**src/rtl/ifu_fetch_unit.sv**
```systemverilog
// Instruction-fetch stage: one outstanding read on the instruction bus, valid/ready hand-off to ID,
// and discard of in-flight fetches when ID redirects control flow.
module ifu_fetch_unit #(
    parameter int unsigned ADDR_W = 64,
    parameter int unsigned DATA_W = 64
) (
    input  logic              clock,
    input  logic              reset,
    input  logic [ADDR_W-1:0] pc_in,
    output logic              pc_ready,
    input  logic              redirect,
    output logic              arvalid,
    output logic [ADDR_W-1:0] araddr,
    input  logic              arready,
    input  logic              rvalid,
    input  logic [DATA_W-1:0] rdata,
    input  logic [1:0]        rresp,
    output logic              rready,
    output logic              inst_valid,
    output logic [31:0]       inst,
    output logic [ADDR_W-1:0] inst_pc,
    output logic              inst_fault,
    input  logic              id_ready
);

    typedef enum logic [2:0] {
        StIdle,
        StAr,
        StR,
        StHold,
        StDrop
    } state_e;

    state_e            state_q, state_d;
    logic [ADDR_W-1:0] req_pc_q, req_pc_d;
    logic              kill_q, kill_d;
    logic [31:0]       inst_q, inst_d;
    logic [ADDR_W-1:0] inst_pc_q, inst_pc_d;
    logic              inst_fault_q, inst_fault_d;
    logic [31:0]       lane_word;

    // pc[2] picks the 32-bit half of a 64-bit beat; narrower buses carry one word per beat.
    generate
        if (DATA_W >= 64) begin : g_lane_sel
            assign lane_word = req_pc_q[2] ? rdata[63:32] : rdata[31:0];
        end else begin : g_lane_fixed
            assign lane_word = rdata[31:0];
        end
    endgenerate

    always_comb begin
        state_d      = state_q;
        req_pc_d     = req_pc_q;
        kill_d       = kill_q;
        inst_d       = inst_q;
        inst_pc_d    = inst_pc_q;
        inst_fault_d = inst_fault_q;
        arvalid      = 1'b0;
        rready       = 1'b0;
        inst_valid   = 1'b0;
        pc_ready     = 1'b0;

        unique case (state_q)
            StIdle: begin
                req_pc_d = pc_in;
                kill_d   = 1'b0;
                state_d  = StAr;
            end
            StAr: begin
                arvalid = 1'b1;
                if (arready) begin
                    state_d = (kill_q || redirect) ? StDrop : StR;
                end else if (redirect) begin
                    // Address already offered cannot be withdrawn; remember to drop its data.
                    kill_d = 1'b1;
                end
            end
            StR: begin
                rready = 1'b1;
                if (rvalid) begin
                    if (redirect) begin
                        state_d = StIdle;
                    end else begin
                        inst_d       = lane_word;
                        inst_pc_d    = req_pc_q;
                        inst_fault_d = (rresp != 2'b00);
                        state_d      = StHold;
                    end
                end else if (redirect) begin
                    state_d = StDrop;
                end
            end
            StHold: begin
                inst_valid = 1'b1;
                if (redirect) begin
                    state_d = StIdle;
                end else if (id_ready) begin
                    pc_ready = 1'b1;
                    state_d  = StIdle;
                end
            end
            StDrop: begin
                rready = 1'b1;
                if (rvalid) begin
                    state_d = StIdle;
                end
            end
            default: begin
                state_d = StIdle;
            end
        endcase
    end

    always_ff @(posedge clock or negedge reset) begin
        if (!reset) begin
            state_q      <= StIdle;
            req_pc_q     <= '0;
            kill_q       <= 1'b0;
            inst_q       <= '0;
            inst_pc_q    <= '0;
            inst_fault_q <= 1'b0;
        end else begin
            state_q      <= state_d;
            req_pc_q     <= req_pc_d;
            kill_q       <= kill_d;
            inst_q       <= inst_d;
            inst_pc_q    <= inst_pc_d;
            inst_fault_q <= inst_fault_d;
        end
    end

    assign araddr     = {req_pc_q[ADDR_W-1:3], 3'b000};
    assign inst       = inst_q;
    assign inst_pc    = inst_pc_q;
    assign inst_fault = inst_fault_q;

endmodule

```
**config.mk**
```make
export PLATFORM = sky130hd
export DESIGN_NAME = ifu_fetch_unit
export DESIGN_NICKNAME = d
export VERILOG_FILES = /design/src/rtl/ifu_fetch_unit.sv
export SDC_FILE = /design/constraint.sdc
export NUM_CORES = 1
export LEC_CHECK = 0
export ABC_AREA = 1
export BUFFER_PORTS_ARGS = -buffer_cell sky130_fd_sc_hd__buf_2
export CORE_MARGIN = 2
export CORE_UTILIZATION = 40
export DETAILED_ROUTE_END_ITERATION = 7
export PLACE_DENSITY_LB_ADDON = 0.3
export SKIP_CTS_REPAIR_TIMING = 1
export SYNTH_ARGS = -nofsm -noshare
export SYNTH_HDL_FRONTEND = slang
export SYNTH_SLANG_ARGS = --single-unit
```
**constraint.sdc**
```tcl
create_clock -name clock -period 1.4 [get_ports clock]
set_input_delay 0.07 -clock clock [delete_from_list [all_inputs] [get_ports clock]]
set_output_delay 0.07 -clock clock [all_outputs]
set_load 0.02 [all_outputs]
```
* Word level (Yosys, flattened, before mapping)
Index checks and enable logic that the tools add are counted.
W data, S select, Z words.
** Word-level totals
- Input bits :: 136
- Bits in registers :: 165
- Word-level logic and storage cells :: 44
- Output and inout port bits :: 165
** Cells by class
- Mux-type cells :: 19
- Reduce and logical (&&, ||, !) cells :: 8
- Bitwise gates (word level) :: 1
- Equal/unequal tests :: 10
** Operator list (count)
- $mux W32 :: 1
- $mux W3 :: 7
- $pmux W3 S5 :: 1
- $mux W1 :: 8
- $ne A2 B2 Y1 const B :: 4
- $eq A3 B2 Y1 const B :: 2
- $ne A3 B3 Y1 const B :: 2
- $reduce_and A3 Y1 :: 2
- $reduce_and A4 Y1 :: 1
- $reduce_bool A2 Y1 :: 2
- $eq A3 B1 Y1 const B :: 1
- $eq A3 B3 Y1 const B :: 1
- $logic_not A3 Y1 :: 1
- $mux W2 :: 1
- $pmux W1 S2 :: 1
- $reduce_or A2 Y1 :: 1
- $logic_or A1 B1 Y1 :: 1
- $not A1 Y1 :: 1

* Logic depth before layout (Yosys ltp)
Gate-level depths: netlist of run 1.
- Depth in word-level cells :: 4
- Mapped depth :: 9
- Gate-level depth less buffers :: 8

* Worst setup path before layout of run 1
Ideal clock, no wire load.
- Path kind :: register -> register
- From :: reg state_q[2]
- To :: reg inst_pc_q[2] (netlist: inst_pc[2])
- Library setup time :: 0.132 ns
- Stages on the path, launching flop included :: 9
- Buffers on the path :: 2
- Arrival :: 1.198 ns
- Clock period less this slack :: 1.330 ns
- Required time :: 1.268 ns
- Setup slack :: 0.070 ns
- Cell sequence :: dfrtp_1 nor2_4 nand2_1 nor2_4 inv_2 buf_6 buf_4 nand2_1 o21ai_1
** On the way
- Longest elaborated chain between the ends :: 2
** Ends and longest elaborated chain
- from (decl) :: line 34 : state_e state_q, state_d;
- from (signal assigned) :: line 116 : state_q <= StIdle;
- from (signal assigned) :: line 123 : state_q <= state_d;
- $eq A3 B2 Y1 :: line 63 : unique case (state_q)
- $reduce_and A3 Y1 (no source line)
- to (signal assigned) :: line 127 : inst_pc_q <= inst_pc_d;
- to (decl) :: line 38 : logic [ADDR_W-1:0] inst_pc_q, inst_pc_d;
Every way passes these cells.
A chain may end at the register's enable or synchronous reset.

* Worst setup path after layout of run 1
- From :: reg state_q[0]
- To :: reg inst_pc_q[56] (netlist: inst_pc[56])
Same word-level chain as after synthesis.

==> impl_metrics.csv, run 1 <==
group,metric,value,unit
clock_tree,htreeDepth,4,
synth,ys_top_cells_by_area,"dfrtp_1, nand2_1, buf_4",
synth,synth_xor_area_frac,0,
synth,postSynth.asyncResetShare,1.00,
floorplan,dieWidth,138,um
global_routing,grt.total_usage,0.191,
timing,finalCriticalPeriod,1.50,ns
synth,synth_cell_types,19,
layout,seq_area,4130,um^2
timing,setup_slack,-0.102,ns
synth,syn_area,7130,um^2
placed_design,port_buffers,297,
layout,nNetsFinal,1284,
critical_path,crit_path_start_kind,"flip-flop",
floorplan,die_height,138,um
timing,max_freq,0.666,GHz
synth,synth_area_per_cell,8.96,um^2
timing,maxSlewViolCount,0,
floorplan,core_area,17400,um^2
synth,yosysWarnings,0,
layout,layout-drive-gt1-share,0.368,
layout,num_antenna_cells,0,
floorplan,initial_utilization,0.411,
timing,timing.final.crit_share,1.07,
job,drv_cap,0,
worst_hold_path,min_path_type,"in -> reg",
global_routing,grt_pass1_wl,28000,um
floorplan,rows,48,
synth,synth_most_common_cell,"nand2_1",
synth,synthFlopType,"dfrtp_1",
clock_tree,cts_tree,"done",
synth,yosysTopAreaCell,"dfrtp_1",
detailed_routing,route.detailed.drc,0,
pwr,ir_drop,1.26,mV
critical_path,required,1.71,ns
critical_path,worst_ep_arrival_time,1.81,ns
placed_design,pre_cts_slack,-0.0605,ns
detailed_routing,drt-pass1-iter-count,5,
clock_tree,cts_sinks,165,
pwr,p_sw_frac,0.432,
layout,fillers,1467,
clock_tree,cts_buffers,17,
placed_design,gp_congestion,0.864,
synth,syn_inst,796,
clock_tree,clk_latency,0.42,ns
synth,synth_common_cells,"nand2_1, dfrtp_1, buf_4",
critical_path,crit_path_end_kind,"flip-flop",
pwr,p_leak,0.00566,uW
placed_design,dpl-instance-area,8570,um^2
placed_design,place_hpwl,12800,um
floorplan,dieArea,18900,um^2
pwr,p_comb_frac,0.475,
layout,multi_input_area,2210,um^2
clock_tree,clkTransAtPathRegs,0.07,ns
detailed_routing,wl,21500,um
layout,fin_cells,1385,
synth,synth_compound_area_frac,0.113,
synth,yosys.area_share.simple,0.178,
global_routing,antenna_found_initial,0,
synth,synthDominantCellAreaShare,0.579,
clock_tree,cts_root_buf,"clkbuf_16",
pwr,p_per_area,2370,nW/um^2
layout,area.growth.synth_to_final,49.1,%
critical_path,path_class,"reg -> reg",
placed_design,place_inst,1250,
synth,synth_top_family_by_area,"simple AND/OR/NAND/NOR gates",
status,status,"complete, but fails checks",
synth,yosys_register_bits,165,
global_routing,grt_max_degree,60,
synth,synth-edff-count,0,
synth,synth_adder_area_share,0,
timing,skew,0.00980,ns
critical_path,cp_max_fo,15,
synth,muxShareOfSynthArea,0,
pwr,seqPwrFrac,0.331,
status,violations,"hold timing, setup timing",
detailed_routing,vias,6531,
clock_tree,clockBufferDepth,2,
pwr,finalPower,25200,uW
detailed_routing,drtIter0Drc,260,
detailed_routing,antenna_left,0,
pwr,p_switching,10900,uW
timing,setup_viol,71,
synth,ys_seq_area_frac,0.579,
global_routing,grt_pass1_vias,5718,
timing,rsz0062_at_grt,"yes",
global_routing,grt.overflow.total,0,
pwr,pwr-share-clk,0.194,
timing,fin_hold_ws,-0.00801,ns
layout,fin_area,10600,um^2
floorplan,io-pin-count,301,
timing,hold_viol_final,3,
pwr,p_int,14300,uW
detailed_routing,viasPerCell,4.72,
detailed_routing,post_drt_wl_per_cell,15.5,um
layout,final_util,0.613,
## area by class of cell
cell class	instances	share of cell area
Tap cell	225	0.0265
Multi-Input combinational cell	480	0.208
Timing Repair Buffer	436	0.302
Sequential cell	165	0.388
Clock buffer	18	0.0413
Clock inverter	13	0.0161
Inverter	48	0.0184
## final timing paths
| kind | from | endpoint | slack, ns | cells past startpoint |
|---|---|---|---|---|
| setup / recovery | state_q[0] | inst_pc[56] | -0.10 | 9 |
| max in group asynchronous | reset | req_pc_q[23] | 0.73 | 3 |
| setup reg to reg | state_q[0] | inst_pc[56] | -0.10 | 9 |
| hold reg to reg | inst_pc[38] | inst_pc[38] | 0.47 | 2 |
| min in group asynchronous | reset | req_pc_q[13] | 0.10 | 2 |
| hold / removal | rdata[44] | inst[12] | -0.008 | 4 |
## per-stage QoR
| step | setup TNS, ns | hold slack [ns] |
|---|---|---|
| after floorplan | 0 | -0.226 |
| after global placement | -0.229 | -0.0158 |
| after detailed placement | -0.737 | -0.00901 |
| after CTS | -2.04 | -0.474 |
| after global routing | -11.89 | 0.00238 |
| final | -4.95 | -0.00801 |
## power groups by stage
stage                     combinational, uW  sequential, uW  clock [uW]
after floorplan                        6340            9780           0
after global placement                10400            8330           0
after detailed placement              10500            8350           0
after CTS                             10600            8300        5000
after global routing                  13100            8620        5180
final                                 12000            8360        4890
## sequential cells by signal, summed over array words and instances (netlist names)
signal      cells
kill_q          1
req_pc_q       64
inst           32
inst_pc        64
inst_fault      1
state_q         3
## per-layer routing
layer	wire length, um	GRT usage	vias to the layer above	part of all wire
met5	0	0	-	0
met4	258	0.0687	0	0.012
met3	1270	0.0563	24	0.059
met2	11000	0.310	239	0.51
met1	9000	0.242	3135	0.42
li1	-	-	3133	-
## logic make-up after synthesis
family,Yosys count
flops,165
simple gates,333
buf+inv,153
other cells,1
compound gates,144
## layout by cell type, fill, tap and decap left out, types with 2 or more instances in the layout
cell type / Yosys / routed
clkinvlp_4: 0 / 2
clkbuf_16: 0 / 28
nand3_1: 4 / 4
buf_8: 0 / 3
conb_1: 1 / 3
buf_4: 78 / 22
buf_12: 0 / 13
clkinv_4: 0 / 2
nand2_2: 1 / 4
inv_1: 44 / 42
nand2_1: 252 / 247
buf_16: 0 / 2
nor2_4: 2 / 4
o21ai_0: 61 / 38
buf_2: 4 / 293
dlygate4sd3_1: 0 / 77
nand2_4: 0 / 2
dfrtp_1: 165 / 164
inv_6: 0 / 6
inv_2: 3 / 2
o21a_1: 32 / 32
bufinv_16: 0 / 3
buf_6: 7 / 15
o21ai_2: 0 / 19
o21ai_1: 49 / 52
nor2_1: 74 / 71
## worst max-delay path, cell delays in order, from the launching register on
cell	delay, ns
dfrtp_1	0.40
buf_4	0.15
inv_4	0.05
nand2_2	0.06
nor2_4	0.20
inv_6	0.10
buf_4	0.15
clkbuf_16	0.17
nand2_1	0.06
nand2_1	0.04
Note: power is estimated with default switching activity, not from simulation.
==> inputs of run 2 (changes only) <==
CORE_UTILIZATION = 35   (was 40)
RECOVER_POWER = 50   (was not set)
==> run 2 against run 1 <==
Compared with the run above: the flow still finishes with violations (hold timing, setup timing); via count shrank 0.67%; maximum frequency is 0.74% lower; clock skew about the same; sequential share of layout area is 0.40 points lower; sequential cell count did not move; register-to-register slack about the same; critical endpoint is now pc_ready; largest power group unchanged.
==> impl_metrics.csv, run 2 (synthesis results as in run 1) <==
group,metric,value,unit
status,status,"complete, but fails checks",
status,violations,"hold timing, setup timing",
detailed_routing,wl,22800,um
critical_path,crit_path_start_kind,"flip-flop",
critical_path,path_class,"reg -> out",
detailed_routing,drtIter0Drc,266,
timing,hold_viol_final,7,
detailed_routing,wl_met3,1320,um
pwr,ir_drop,1.10,mV
layout,num_antenna_cells,0,
pwr,p_sw_frac,0.432,
floorplan,initial_utilization,0.355,
pwr,p_int,14700,uW
floorplan,io-pin-count,301,
timing,skew,0.00995,ns
critical_path,cp_max_fo,4,
layout,layout-drive-gt1-share,0.363,
detailed_routing,vias,6487,
clock_tree,clk_latency,0.42,ns
pwr,seqPwrFrac,0.324,
timing,relSlewSlack,0.599,
timing,tns,-5.79,ns
placed_design,port_buffers,297,
floorplan,rows,52,
detailed_routing,routed.top_layer,"met4",
clock_tree,clkTransAtPathRegs,0.07,ns
clock_tree,cts_sinks,165,
pwr,p_per_area,2410,nW/um^2
critical_path,crit_path_end_kind,"output port",
global_routing,grt_max_degree,67,
timing,timing.final.crit_share,1.08,
pwr,p_leak,0.00556,uW
job,drv_cap,0,
floorplan,die_height,147,um
global_routing,grt.overflow.total,0,
layout,seq_area,4130,um^2
timing,setup_slack,-0.113,ns
floorplan,dieArea,21500,um^2
global_routing,grt_pass1_wl,28900,um
clock_tree,htreeDepth,4,
global_routing,grt.total_usage,0.167,
layout,fillers,1851,
timing,finalCriticalPeriod,1.51,ns
clock_tree,clockBufferDepth,2,
detailed_routing,wl_met2,11100,um
layout,area.growth.synth_to_final,50.6,%
timing,max_freq,0.661,GHz
clock_tree,cts_tree,"done",
floorplan,dieWidth,147,um
detailed_routing,antenna_left,0,
detailed_routing,drt-met1-wl,9940,um
timing,fin_hold_ws,-0.00880,ns
timing,maxSlewViolCount,0,
detailed_routing,route.detailed.drc,0,
timing,setup_viol,101,
pwr,p_comb_frac,0.482,
global_routing,grt_pass1_vias,5684,
floorplan,core_area,20100,um^2
timing,worst_pin_slew,0.602,ns
placed_design,gp_congestion,0.851,
detailed_routing,drt-pass1-iter-count,5,
layout,multi_input_area,2300,um^2
timing,rsz0062_at_grt,"yes",
layout,nNetsFinal,1274,
layout,final_util,0.535,
layout,mostFrequentLayoutCell,"buf_2",
critical_path,required,1.33,ns
placed_design,place_hpwl,12600,um
critical_path,worst_ep_arrival_time,1.44,ns
layout,fin_area,10700,um^2
placed_design,dpl-instance-area,8480,um^2
clock_tree,cts_buffers,17,
pwr,p_switching,11200,uW
global_routing,antenna_found_initial,0,
layout,mostFrequentLayoutCells,"buf_2, nand2_1, dfrtp_1, dlygate4sd3_1, nor2_1",
worst_hold_path,min_path_type,"in -> reg",
pwr,pwr-share-clk,0.195,
clock_tree,cts_root_buf,"clkbuf_16",
detailed_routing,viasPerCell,4.57,
detailed_routing,post_drt_wl_per_cell,16.1,um
==> run 2: cell type report <==
class,instances,area share
Tap cell,270,0.0314
Clock buffer,18,0.0399
Multi-Input combinational cell,480,0.214
Timing Repair inverter,1,0.00105
Sequential cell,165,0.384
Timing Repair Buffer,425,0.291
Inverter,48,0.0194
Clock inverter,13,0.0183
==> run 2: power by group through the flow <==
stage	clock (uW)	sequential [uW]	combinational, uW
finish	5040	8390	12500
global route	5360	8670	13500
CTS	5160	8300	10500
detailed placement	0	8360	10500
global placement	0	8300	10400
floorplan	0	9780	6340
==> run 2: path summary, 6_finish.rpt <==
| check | end | from | slack, ns | cells after the start |
|---|---|---|---|---|
| min reg2reg | inst_pc[46] | inst_pc[46] | 0.47 | 2 |
| max reg2reg | inst_pc[6] | state_q[0] | -0.10 | 8 |
| min | inst[17] | rdata[49] | -0.009 | 4 |
| min in group asynchronous | req_pc_q[14] | reset | 0.19 | 2 |
| max | pc_ready | state_q[0] | -0.11 | 6 |
| max in group asynchronous | inst_pc[59] | reset | 0.22 | 3 |
==> run 2: worst max-delay path: stages (launching register included) <==
cell and delay (ns):
dfrtp_2 0.42, buf_6 0.12, nand2_4 0.04, nor2_4 0.12, nand2_1 0.07, nor2_1 0.10
buf_4 0.14
==> run 2: layer usage <==
metal | vias up | global-route usage
li1 | 3121 | -
met1 | 3096 | 0.213
met2 | 233 | 0.273
met3 | 37 | 0.0472
met4 | 0 | 0.0573
met5 | - | 0
==> run 2: through the flow <==
step                total power, uW  setup WS [ns]  std cells  hold WS (ns)
floorplan                     16100         0.0699        798        -0.226
global placement              18700         0.0223       1280       -0.0575
detailed placement            18900        -0.0338       1280       -0.0585
CTS                           24000         -0.231       1311        -0.519
global route                  27600         -0.181       1420      -0.00172
finish                        25900         -0.113       1420      -0.00880
==> inputs of run 3 (changes only) <==
BUFFER_PORTS_ARGS = not set   (was -buffer_cell sky130_fd_sc_hd__buf_2)
DONT_BUFFER_PORTS = 1   (was not set)
==> run 3 against run 2 <==
Compared with the run above: the flow still finishes with violations (hold timing, setup timing); sequential cell count unchanged; setup slack got worse by 0.035 ns; wire length fell by 7.7%; sequential power up 38%; die area did not move; critical path depth decreased by 1.
==> impl_metrics.csv, run 3 (synthesis results as in run 1) <==
group,metric,value,unit
status,status,"complete, but fails checks",
status,violations,"hold timing, setup timing",
timing,maxSlewViolCount,0,
floorplan,dieWidth,147,um
timing,timing.final.crit_share,1.11,
clock_tree,cts_buffers,17,
critical_path,required,1.33,ns
global_routing,grt_pass1_vias,4565,
detailed_routing,antenna_left,0,
clock_tree,htreeDepth,4,
timing,hold_viol_final,166,
placed_design,port_buffers,0,
detailed_routing,routed.top_layer,"met4",
global_routing,grt_max_degree,166,
floorplan,die_height,147,um
floorplan,rows,52,
timing,setup_viol,44,
global_routing,grt_pass1_wl,26100,um
pwr,p_sw_frac,0.447,
detailed_routing,viasPerCell,4.81,
layout,fillers,1856,
pwr,p_switching,10000,uW
job,drv_cap,0,
critical_path,cp_cell_sequence,"buf_6, nor2_4, nand2_1, nor2_1, buf_4",
global_routing,grt.total_usage,0.155,
detailed_routing,drt-met1-wl,8640,um
global_routing,grt.overflow.total,0,
timing,skew,0.0131,ns
pwr,pwr-share-clk,0.209,
layout,mostFrequentLayoutCells,"nand2_1, dfrtp_1, dlygate4sd3_1, nor2_1, o21ai_1",
critical_path,crit_slowest_cell,"dfrtp_1",
floorplan,dieArea,21500,um^2
layout,layout-drive-gt1-share,0.109,
layout,multi_input_area,2170,um^2
layout,mostFrequentLayoutCell,"nand2_1",
pwr,p_per_area,2380,nW/um^2
timing,max_freq,0.646,GHz
clock_tree,cts_tree,"done",
detailed_routing,drtIter0Drc,224,
critical_path,crit_path_end_kind,"output port",
layout,seq_area,4130,um^2
floorplan,core_area,20100,um^2
clock_tree,clockBufferDepth,2,
clock_tree,cts_sinks,165,
detailed_routing,wl_met2,10400,um
timing,fin_hold_ws,-0.658,ns
timing,finalCriticalPeriod,1.55,ns
critical_path,path_class,"reg -> out",
layout,area.growth.synth_to_final,31.8,%
layout,fin_cells,1168,
placed_design,gp_congestion,0.746,
critical_path,crit_buf_inv,2,
critical_path,crit_path_start_kind,"flip-flop",
clock_tree,clk_latency,0.42,ns
detailed_routing,drt-pass1-iter-count,5,
critical_path,cp_max_fo,5,
pwr,ir_drop,0.881,mV
critical_path,cp_top_family,"flip-flops",
timing,setup_slack,-0.148,ns
global_routing,antenna_found_initial,1,
worst_hold_path,min_path_type,"in -> async",
detailed_routing,wl_met3,1560,um
pwr,p_comb_frac,0.273,
floorplan,initial_utilization,0.355,
detailed_routing,vias,5619,
clock_tree,cts_root_buf,"clkbuf_16",
detailed_routing,wl,21000,um
detailed_routing,post_drt_wl_per_cell,18.0,um
clock_tree,clkTransAtPathRegs,0.07,ns
pwr,p_int,12400,uW
timing,rsz0062_at_grt,"yes",
detailed_routing,route.detailed.drc,0,
floorplan,io-pin-count,301,
pwr,seqPwrFrac,0.518,
pwr,p_leak,0.00448,uW
critical_path,worst_ep_arrival_time,1.48,ns
layout,nNetsFinal,1020,
placed_design,place_inst,983,
placed_design,place_hpwl,11200,um
critical_path,critPathMaxStageDelay,0.42,ns
-- run 3: changes by cell type in the layout (fill, tap and decap cells not counted), sizes merged, moves of 2 or more --
cell	delta
buf	-274
bufinv	-2
clkbuf	-33
clkinv	+2
dlygate4sd3	+58
inv	-3
-- run 3: area by class of cell --
class,count,area share
Inverter,48,0.0208
Antenna cell,1,0.000266
Tap cell,270,0.0359
Timing Repair Buffer,172,0.211
Clock inverter,10,0.0128
Clock buffer,22,0.0494
Sequential cell,165,0.439
Multi-Input combinational cell,480,0.231
-- run 3: path summary, 6_finish.rpt --
kind | start | to | slack, ns | cells past startpoint
max | state_q[2] | pc_ready | -0.15 | 5
min | reset | inst_pc[14] | -0.66 | 0
max reg2reg | state_q[1] | inst_pc[17] | -0.03 | 9
min reg2reg | req_pc_q[0] | inst_pc[0] | 0.51 | 2
max in group asynchronous | reset | state_q[0] | 1.76 | 0
min in group clock | id_ready | state_q[1] | -0.02 | 4
-- run 3: metal layers --
| metal | GRT usage | vias to the layer above |
|---|---|---|
| li1 | - | 2612 |
| met1 | 0.190 | 2722 |
| met2 | 0.251 | 248 |
| met3 | 0.0540 | 37 |
| met4 | 0.0587 | 0 |
| met5 | 0 | - |
-- run 3: worst register-to-register path, delay by kind of cell, from the launching register on --
kind	cells	cell delay [ns]
AOI/OAI and AO/OA	1	0.06
buffers and inverters	4	0.50
DFF	1	0.40
and+or+nand+nor	4	0.37
-- run 3: power by group through the flow --
| stage | registers (uW) | clock network (uW) | logic, uW |
|---|---|---|---|
| after global routing | 11900 | 5030 | 7000 |
| after global placement | 11700 | 0 | 4900 |
| after floorplan | 9780 | 0 | 6340 |
| final | 11600 | 4690 | 6130 |
| after detailed placement | 11700 | 0 | 5050 |
| after CTS | 11600 | 4820 | 5060 |
-- run 3: stage by stage --
step / util / total power [uW] / setup slack, ns / TNS (ns) / area [um^2]
finish: 0.468 / 22400 / -0.148 / -0.682 / 9400
global route: 0.468 / 23900 / -0.204 / -8.24 / 9400
CTS: 0.376 / 21500 / -0.207 / -0.867 / 7560
detailed placement: 0.347 / 16700 / -0.0167 / -0.156 / 6980
global placement: 0.347 / 16600 / 0.0159 / 0 / 6980
floorplan: - / 16100 / 0.0699 / 0 / 7140
